$ cat config.mk
export PLATFORM = sky130hd
export DESIGN_NAME = input_source_arbiter_flat
export DESIGN_NICKNAME = d
export VERILOG_FILES = /design/src/rtl/input_pkg.sv /design/src/rtl/input_source_arbiter_if.sv /design/src/rtl/quiet_timer.sv /design/src/rtl/input_source_arbiter.sv /design/src/flat_wrapper.sv
export SDC_FILE = /design/constraint.sdc
export NUM_CORES = 1
export LEC_CHECK = 0
export CORE_MARGIN = 2
export CORE_UTILIZATION = 47
export DETAILED_ROUTE_END_ITERATION = 8
export GPL_ROUTABILITY_DRIVEN = 0
export PLACE_DENSITY = 0.81
export SYNTH_ARGS = -nofsm -noshare
export SYNTH_HDL_FRONTEND = slang
export SYNTH_SLANG_ARGS = --single-unit
$ cat constraint.sdc
create_clock -name CLK -period 2.6 [get_ports CLK]
set_clock_uncertainty 0.15 [all_clocks]
set_input_delay 0.52 -clock CLK [delete_from_list [all_inputs] [get_ports CLK]]
set_output_delay 0.52 -clock CLK [all_outputs]
set_load 0.02 [all_outputs]
$ cat src/rtl/input_pkg.sv
// Shared types and helpers for the controller-source arbiter.
package input_pkg;

  typedef enum logic [1:0] {
    SRC_PS2 = 2'd0,
    SRC_IR  = 2'd1,
    SRC_NES = 2'd2
  } src_e;

  typedef enum logic [1:0] {
    IDLE,
    OWN,
    HANDOFF
  } arb_state_e;

  // Bit positions inside a 4-bit {Up,Down,Left,Right} direction vector
  localparam int unsigned DIR_UP    = 3;
  localparam int unsigned DIR_DOWN  = 2;
  localparam int unsigned DIR_LEFT  = 1;
  localparam int unsigned DIR_RIGHT = 0;

  // Highest-priority readable source (PS/2 > IR > NES), skipping 'exclude'.
  // Pass exclude=3 to consider every source.
  function automatic src_e pri_pick(input logic [2:0] readable, input logic [1:0] exclude);
    logic [2:0] m;
    m = readable & ~{exclude == 2'd2, exclude == 2'd1, exclude == 2'd0};
    if (m[0]) begin
      pri_pick = SRC_PS2;
    end else if (m[1]) begin
      pri_pick = SRC_IR;
    end else begin
      pri_pick = SRC_NES;
    end
  endfunction

endpackage

$ cat src/rtl/input_source_arbiter_if.sv
// Source strobes/directions in, granted selection and owner directions out.
interface input_source_arbiter_if;
  logic       PReadable;
  logic [3:0] PDir;
  logic       IReadable;
  logic [3:0] IDir;
  logic       NReadable;
  logic [3:0] NDir;
`ifdef MANUAL_OVERRIDE_EN
  logic       ManualMode;
  logic [1:0] ManualChoice;
`endif
  logic [1:0] Choice;
  logic       Active;
  logic       Up;
  logic       Down;
  logic       Left;
  logic       Right;
  logic       Switched;

  modport master (
    output PReadable, PDir, IReadable, IDir, NReadable, NDir,
`ifdef MANUAL_OVERRIDE_EN
    output ManualMode, ManualChoice,
`endif
    input  Choice, Active, Up, Down, Left, Right, Switched
  );

  modport slave (
    input  PReadable, PDir, IReadable, IDir, NReadable, NDir,
`ifdef MANUAL_OVERRIDE_EN
    input  ManualMode, ManualChoice,
`endif
    output Choice, Active, Up, Down, Left, Right, Switched
  );
endinterface

$ cat src/rtl/quiet_timer.sv
// Saturating owner-quiet counter with hold/idle threshold flags.
module quiet_timer #(
  parameter int unsigned HOLD_CYCLES = 4096,
  parameter int unsigned IDLE_CYCLES = 65536
) (
  input  logic CLK,
  input  logic RST,
  input  logic clr,
  input  logic inc,
  output logic hold_hit,
  output logic idle_hit
);

  localparam int unsigned CntW = $clog2(IDLE_CYCLES + 1);
  localparam logic [CntW-1:0] HoldVal = CntW'(HOLD_CYCLES);
  localparam logic [CntW-1:0] IdleVal = CntW'(IDLE_CYCLES);

  logic [CntW-1:0] cnt_q;

  // Clear wins over increment; count sticks at IdleVal.
  always_ff @(posedge CLK) begin
    if (RST || clr) begin
      cnt_q <= '0;
    end else if (inc && (cnt_q != IdleVal)) begin
      cnt_q <= cnt_q + CntW'(1);
    end
  end

  assign hold_hit = (cnt_q >= HoldVal);
  assign idle_hit = (cnt_q >= IdleVal);

endmodule

$ cat src/rtl/input_source_arbiter.sv
// Automatic PS/2 / IR / NES source scheduler feeding the direction decoder.
// Optional build macro MANUAL_OVERRIDE_EN adds ManualMode/ManualChoice.
module input_source_arbiter
  import input_pkg::*;
#(
  parameter int unsigned HOLD_CYCLES = 4096,
  parameter int unsigned IDLE_CYCLES = 65536
) (
  input logic                   CLK,
  input logic                   RST,
  input_source_arbiter_if.slave bus
);

  arb_state_e state_q;
  src_e       choice_q;
  src_e       target_q;
  logic       active_q;
  logic       switched_q;
  logic [3:0] dir_q;

  logic [2:0] rd;
  logic [2:0] rd_others;
  logic       owner_rd;
  logic [3:0] owner_dir;
  logic       hold_hit;
  logic       idle_hit;
  logic       timer_inc;
  logic       manual_on;
  logic       manual_req;
  src_e       manual_tgt;

  assign rd        = {bus.NReadable, bus.IReadable, bus.PReadable};
  assign rd_others = rd & ~{choice_q == SRC_NES, choice_q == SRC_IR, choice_q == SRC_PS2};

  // Select the owner's strobe and directions.
  always_comb begin
    owner_rd  = 1'b0;
    owner_dir = '0;
    case (choice_q)
      SRC_PS2: begin
        owner_rd  = bus.PReadable;
        owner_dir = bus.PDir;
      end
      SRC_IR: begin
        owner_rd  = bus.IReadable;
        owner_dir = bus.IDir;
      end
      default: begin
        owner_rd  = bus.NReadable;
        owner_dir = bus.NDir;
      end
    endcase
  end

`ifdef MANUAL_OVERRIDE_EN
  logic manual_q;
  src_e manual_src;

  // ManualChoice of 3 folds onto NES.
  always_comb begin
    case (bus.ManualChoice)
      2'd0:    manual_src = SRC_PS2;
      2'd1:    manual_src = SRC_IR;
      default: manual_src = SRC_NES;
    endcase
  end

  assign manual_on  = manual_q;
  // Mode edges and source changes while manual both go through a handoff.
  assign manual_req = (bus.ManualMode != manual_q) || (manual_q && (manual_src != choice_q));
  // Leaving manual keeps the manual source as the new automatic owner.
  assign manual_tgt = bus.ManualMode ? manual_src : choice_q;
`else
  assign manual_on  = 1'b0;
  assign manual_req = 1'b0;
  assign manual_tgt = SRC_PS2;
`endif

  // Count only while an automatic owner is quiet; every other cycle zeroes it.
  assign timer_inc = (state_q == OWN) && !owner_rd && !manual_on;

  quiet_timer #(
    .HOLD_CYCLES(HOLD_CYCLES),
    .IDLE_CYCLES(IDLE_CYCLES)
  ) u_quiet_timer (
    .CLK      (CLK),
    .RST      (RST),
    .clr      (!timer_inc),
    .inc      (timer_inc),
    .hold_hit (hold_hit),
    .idle_hit (idle_hit)
  );

  // Arbitration FSM with registered outputs.
  always_ff @(posedge CLK) begin
    if (RST) begin
      state_q    <= IDLE;
      choice_q   <= SRC_PS2;
      target_q   <= SRC_PS2;
      active_q   <= 1'b0;
      switched_q <= 1'b0;
      dir_q      <= '0;
`ifdef MANUAL_OVERRIDE_EN
      manual_q   <= 1'b0;
`endif
    end else begin
      switched_q <= 1'b0;
`ifdef MANUAL_OVERRIDE_EN
      if ((state_q != HANDOFF) && manual_req) begin
        manual_q <= bus.ManualMode;
      end
`endif
      case (state_q)
        IDLE: begin
          dir_q <= '0;
          if (manual_req) begin
            target_q <= manual_tgt;
            state_q  <= HANDOFF;
          end else if (|rd) begin
            choice_q   <= pri_pick(rd, 2'd3);
            active_q   <= 1'b1;
            switched_q <= 1'b1;
            state_q    <= OWN;
          end
        end
        OWN: begin
          if (manual_req) begin
            target_q <= manual_tgt;
            dir_q    <= '0;
            state_q  <= HANDOFF;
          end else if (owner_rd) begin
            dir_q <= owner_dir;
          end else if (!manual_on && hold_hit && (|rd_others)) begin
            // Checked before release so a waiting challenger beats going idle
            target_q <= pri_pick(rd, choice_q);
            dir_q    <= '0;
            state_q  <= HANDOFF;
          end else if (!manual_on && idle_hit) begin
            active_q <= 1'b0;
            dir_q    <= '0;
            state_q  <= IDLE;
          end else begin
            dir_q <= '0;
          end
        end
        HANDOFF: begin
          dir_q      <= '0;
          choice_q   <= target_q;
          active_q   <= 1'b1;
          switched_q <= 1'b1;
          state_q    <= OWN;
        end
        default: begin
          state_q <= IDLE;
        end
      endcase
    end
  end

  assign bus.Choice   = choice_q;
  assign bus.Active   = active_q;
  assign bus.Switched = switched_q;
  assign bus.Up       = dir_q[DIR_UP];
  assign bus.Down     = dir_q[DIR_DOWN];
  assign bus.Left     = dir_q[DIR_LEFT];
  assign bus.Right    = dir_q[DIR_RIGHT];

endmodule
$ cat src/flat_wrapper.sv
// flat-port wrapper written by rule: the top's interface ports become plain ports
module input_source_arbiter_flat import input_pkg::*;
#(
  parameter int unsigned HOLD_CYCLES = 4096,
  parameter int unsigned IDLE_CYCLES = 65536
)
  (CLK, RST, bus_PReadable, bus_PDir, bus_IReadable, bus_IDir, bus_NReadable, bus_NDir, bus_Choice, bus_Active, bus_Up, bus_Down, bus_Left, bus_Right, bus_Switched);
  input_source_arbiter_if bus_i ();
  input logic CLK;
  input logic RST;
  input wire logic [$bits(bus_i.PReadable)-1:0] bus_PReadable;
  input wire logic [$bits(bus_i.PDir)-1:0] bus_PDir;
  input wire logic [$bits(bus_i.IReadable)-1:0] bus_IReadable;
  input wire logic [$bits(bus_i.IDir)-1:0] bus_IDir;
  input wire logic [$bits(bus_i.NReadable)-1:0] bus_NReadable;
  input wire logic [$bits(bus_i.NDir)-1:0] bus_NDir;
  output wire logic [$bits(bus_i.Choice)-1:0] bus_Choice;
  output wire logic [$bits(bus_i.Active)-1:0] bus_Active;
  output wire logic [$bits(bus_i.Up)-1:0] bus_Up;
  output wire logic [$bits(bus_i.Down)-1:0] bus_Down;
  output wire logic [$bits(bus_i.Left)-1:0] bus_Left;
  output wire logic [$bits(bus_i.Right)-1:0] bus_Right;
  output wire logic [$bits(bus_i.Switched)-1:0] bus_Switched;
  assign bus_i.PReadable = bus_PReadable;
  assign bus_i.PDir = bus_PDir;
  assign bus_i.IReadable = bus_IReadable;
  assign bus_i.IDir = bus_IDir;
  assign bus_i.NReadable = bus_NReadable;
  assign bus_i.NDir = bus_NDir;
  assign bus_Choice = bus_i.Choice;
  assign bus_Active = bus_i.Active;
  assign bus_Up = bus_i.Up;
  assign bus_Down = bus_i.Down;
  assign bus_Left = bus_i.Left;
  assign bus_Right = bus_i.Right;
  assign bus_Switched = bus_i.Switched;
  input_source_arbiter #(.HOLD_CYCLES(HOLD_CYCLES), .IDLE_CYCLES(IDLE_CYCLES)) u_core (.CLK(CLK), .RST(RST), .bus(bus_i));
endmodule
---- Word level (Yosys, flattened, before mapping) ----
Index checks and enable logic that the tools add are counted.
W data, S select, Z words.
storage, ports and cells
  bits of input ports ..................... 17
  output and inout port bits .............. 8
  register bits ........................... 29
  logic and storage cells ................. 63
cells by class
  equal/unequal tests ..................... 10
  order comparisons ....................... 2
  bitwise logic cells ..................... 3
  muxes and demuxes ....................... 22
  reduce and logical (&&, ||, !) cells .... 18
  $add $sub $neg .......................... 1
operators with widths
  cell                     number
  $mux W2                  9
  $add A17 B1 Y17 const B  1
  $ge A17 B13 Y1 const B   1
  $ge A17 B17 Y1 const B   1
  $ne A17 B17 Y1 const B   1
  $pmux W4 S2              2
  $pmux W2 S3              1
  $reduce_and A3 Y1        2
  $reduce_or A3 Y1         2
  $mux W1                  5
  $reduce_and A5 Y1        1
  $eq A2 B1 Y1 const B     2
  $eq A2 B2 Y1 const B     2
  $logic_not A2 Y1         2
  $mux W4                  1
  $ne A2 B1 Y1 const B     2
  $ne A2 B2 Y1 const B     2
  $pmux W1 S2              2
  $pmux W2 S2              1
  $reduce_bool A2 Y1       2
  $and A3 B3 Y3            1
  $logic_and A1 B1 Y1      3
  $ne A3 B2 Y1 const B     1
  $not A3 Y3               1
  7 further kinds          8

---- Logic depth before layout (Yosys ltp) ----
  word-level depth ........................ 8
  mapped depth ............................ 6
  mapped depth without buffers ............ 5

---- Hierarchy ----
From an unflattened synthesis, not the netlist that was laid out.
unflattened totals
  cells, all modules ...................... 183
  area, all modules ....................... 1,555.2 sq um
modules (own cells, without submodules)
  module                area an instance (sq um)  seq. area each (sq um)  cells an instance  instances
  quiet_timer           829.5                     340.3                   100                1
  input_source_arbiter  725.7                     240.2                   83                 1

---- Worst setup path before layout ----
No wires, ideal clock.
  kind .................................... input port to flip-flop
  start ................................... input port bus_IReadable
  end ..................................... register u_core.u_quiet_timer.cnt_q[11]
  slack ................................... 0.435 ns
  path buffers ............................ 2
  cell stages on the path ................. 6
  arrival time ............................ 1.919 ns
  cells stage by stage .................... clkbuf_1 -> mux2_4 -> o41a_1 -> buf_2 -> or3_1 -> o41ai_2
on the way
  word-level cells in the longest chain between the ends .. 5
  elaborated cells between the ends (all ways) .. 6
  those cells by class .................... 1 x mux; 5 x reduce/logical
RTL lines
  element                  RTL line                    source
  from (decl)              flat_wrapper.sv:13          input wire logic [$bits(bus_i.IReadable)-1:0] bus_IReadable;
  $pmux W1 S2 (*)          input_source_arbiter.sv:39  case (choice_q)
  $logic_not A1 Y1 (*)     input_source_arbiter.sv:80  assign timer_inc = (state_q == OWN) && !owner_rd && !manual_on;
  $logic_and A1 B1 Y1 (*)  input_source_arbiter.sv:80
  $logic_not A1 Y1         input_source_arbiter.sv:88  .clr (!timer_inc),
  $logic_or A1 B1 Y1       quiet_timer.sv:22           if (RST || clr) begin
  to (signal assigned)     quiet_timer.sv:25           cnt_q <= cnt_q + CntW'(1);
  to (decl)                quiet_timer.sv:18           logic [CntW-1:0] cnt_q;
Mark *: on every way between the ends. The rest lies on a longest branch, timed or not.
A chain may end at the register's enable or synchronous reset.

---- Worst setup path after layout ----
  start ................................... input port bus_PReadable
  end ..................................... register u_core.u_quiet_timer.cnt_q[12]
on the way
  word-level cells in the longest chain between the ends .. 5
  elaborated cells between the ends (all ways) .. 6
  those cells by class .................... 1 x mux; 5 x reduce/logical
RTL lines
  element                  RTL line                    source
  from (decl)              flat_wrapper.sv:11          input wire logic [$bits(bus_i.PReadable)-1:0] bus_PReadable;
  $pmux W1 S2 (*)          input_source_arbiter.sv:39
  $logic_not A1 Y1 (*)     input_source_arbiter.sv:80
  $logic_and A1 B1 Y1 (*)  input_source_arbiter.sv:80
  $logic_not A1 Y1         input_source_arbiter.sv:88
  $logic_or A1 B1 Y1       quiet_timer.sv:22
Marked as above.

==> flow_summary_export.csv <==
group,metric,value,unit
cells_and_area,final_cell_mix,"dfxtp_1, clkdlybuf4s50_1, nand3_1",
global_route,grtUsageTotal,0.1995,
yosys,ys_warn_count,0,
detailed_routing,dr.pass1.iters,4,
worst_setup_path,cp.arrival,2320,ps
sta,timing_hold_violations_final,0,
global_route,antenna_found_initial,0,
clock_network,cts_buffers,5,
worst_setup_path,critical_path_required,2700,ps
clock_network,post-cts-setup-buffers,0,
cells_and_area,fin_nets,236,
cells_and_area,syn2layout_area_growth,21.60,%
die,io_pins,25,
worst_setup_path,crit_type,"in -> reg",
placed_design,port_buffers,24,
sta,max_slew.worst_pin.slew,497.7,ps
placed_design,dpl_cell_area,0.001924,sq mm
clock_network,cts-resized-gates,0,
worst_setup_path,cp-startpoint,"bus_PReadable",
yosys,synthDistinctLibCells,45,
run_status,status,"complete, no violations",
sta,setup-violations-final,0,
worst_setup_path,crit_path_end_kind,"register",
yosys,yosysSeqAreaShare,0.3566,
flow_run,drv_cap,0,
detailed_routing,drt_wl_total,3548,um
clock_network,clk_path_buf_depth,2,
yosys,synth_top_area_share,0.3566,
clock_network,cts_root_buf,"clkbuf_4",
power_and_ir_drop,ir_worst_vdd,201.7,uV
global_route,grt_pass1_vias,1395,
sta,fin_crit,2220,ps
global_route,grt_overflow,0,
sta,fmax,450.5,MHz
detailed_routing,vias,1543,
clock_network,htreeDepth,2,
die,dieArea,0.003950,sq mm
cells_and_area,fill_cells,322,
yosys,synth_nets,211,
worst_setup_path,r2r-start,"u_core.state_q[0]",
yosys,syn_area_per_cell,8.478,sq um
detailed_routing,viasPerCell,5.867,
die,fp.coreArea,0.003337,sq mm
detailed_routing,wl_per_cell,13.49,um
sta,maxSlewHeadroom,0.6677,
cells_and_area,drive_above_1_share,0.1106,
cells_and_area,layout_commonest_cell,"dfxtp_1",
yosys,netlist_area,0.001628,sq mm
worst_hold_path,hold_class,"reg -> reg",
clock_network,clk_transition_reported_paths,80,ps
sta,slew_viol_final,0,
yosys,synth_seq_cells,29,
power_and_ir_drop,p_per_area,452.5,mW/mm^2
worst_setup_path,start_kind,"primary input",
sta,setup_tns,0,ps
clock_network,tritoncts,"yes",
clock_network,worst_skew_pair.late_latency,330,ps
global_route,grt_start_max_net_pins,16,
die,start_util,0.4878,
yosys,synthCells,192,
power_and_ir_drop,power.leakage,0.0006884,uW
detailed_routing,antenna_left,0,
sta,period_share,0.8537,
placed_design,hpwlAfterDp,2601,um
global_route,grt_use_met3,0.03423,
global_route,grt_use_met1,0.2693,
global_route,grt_util_met2,0.3078,
die,dieWidth,62.85,um
yosys,netlist_top_cells_area,"dfxtp_1, mux2i_1, or3_1, nand3_1, nand4_1",
worst_setup_path,cp_max_fo,13,
global_route,top_usage_layer,"met2",
sta,rsz0062_at_grt,"false",
global_route,grt_pass1_wl,6375,um
worst_hold_path,holdCritStartpoint,"u_core.target_q[1]",
die,die_height,62.85,um
clock_network,holdBufCountCts,0,
detailed_routing,remaining_drc_errors,0,
cells_and_area,diodes,0,
die,fp-row-count,21,
yosys,yosys.area.top_type,"dfxtp_1",
detailed_routing,initialDrtViolationCount,58,
cells_and_area,final_area,0.001979,sq mm
clock_network,clock-sinks,29,
==> path summary, 6_finish.rpt <==
check                                   endpoint  slack (ps)  cells after the start
setup / recovery  u_core.u_quiet_timer.cnt_q[12]         380                      6
hold / removal                u_core.target_q[1]         320                      2
setup reg to reg  u_core.u_quiet_timer.cnt_q[12]         570                      5
hold reg to reg               u_core.target_q[1]         320                      2
==> per-stage QoR <==
stage / power, uW / instances / hold slack, ps / util / setup WS [ps]
2_1_floorplan: 563.8 / 192 / 288.1 / - / 435.4
3_3_place_gp: 625.2 / 256 / 302.5 / 0.5767 / 138.9
3_5_place_dp: 628.6 / 256 / 307.8 / 0.5767 / 52.82
4_1_cts: 902.4 / 263 / 319.1 / 0.5932 / 390.1
5_1_grt: 933.3 / 263 / 373.4 / 0.5932 / 308.2
6_report: 895.7 / 263 / 316.7 / 0.5932 / 380.4
==> flip-flops by register name, indices dropped and copies added, names as in the netlist <==
signal / count
u_core.bus.Switched: 1
u_core.bus.Active: 1
u_core.bus.Choice: 2
u_core.dir_q: 4
u_core.u_quiet_timer.cnt_q: 17
u_core.state_q: 2
u_core.target_q: 2
==> where the power goes <==
group / total, uW / switching [uW] / internal (uW)
sequential: 463 / 9.08 / 454
clock: 278 / 150 / 127
combinational: 155 / 78.0 / 77.1
==> Yosys cell counts (all sizes together) <==
cell	n
and4	3
o2111ai	3
nor3b	1
o211ai	1
nand4	8
o21ai	9
o41ai	3
a32oi	4
nor2	9
clkbuf	10
mux2i	13
buf	5
nand2	11
nor3	8
ha	2
dfxtp	29
nand2b	2
nor4	3
nand3	14
o2111a	1
a31o	1
and3	3
o311ai	1
inv	10
or3	12
or4	1
or2	1
o41a	1
a221oi	2
and2	1
a21oi	8
o22ai	1
xor2	1
nor4b	2
a211oi	3
mux2	2
xnor2	1
nand4bb	1
o31a	1
==> kinds of logic after synthesis <==
logic type | share of synthesized area
xor+xnor | 0.01076
simple gates | 0.2775
compound gates | 0.1783
mux | 0.09607
flops | 0.3567
buf+inv | 0.06533
fa+ha+maj | 0.01537
==> per-layer routing <==
| metal | vias up | part of all wire |
|---|---|---|
| met4 | 0 | 0.023 |
| met3 | 10 | 0.034 |
| met2 | 30 | 0.46 |
| met5 | - | 0 |
| met1 | 726 | 0.48 |
| li1 | 777 | - |
==> critical path: stages <==
cell,delay [ps]
clkdlybuf4s50_1,420
mux2_4,300
o41a_1,390
buf_4,210
nor4_2,290
mux2i_1,200
==> area by class of cell <==
class / count / area (sq um) / area share
repair buffers: 33 / 307.8 / 0.1555
clock buffers: 7 / 55.05 / 0.02781
flip-flops and latches: 29 / 580.6 / 0.2933
well taps: 46 / 57.56 / 0.02908
inverters: 10 / 37.54 / 0.01896
multi-input cells: 138 / 940.9 / 0.4753
Power figures use the tool's default switching activity.
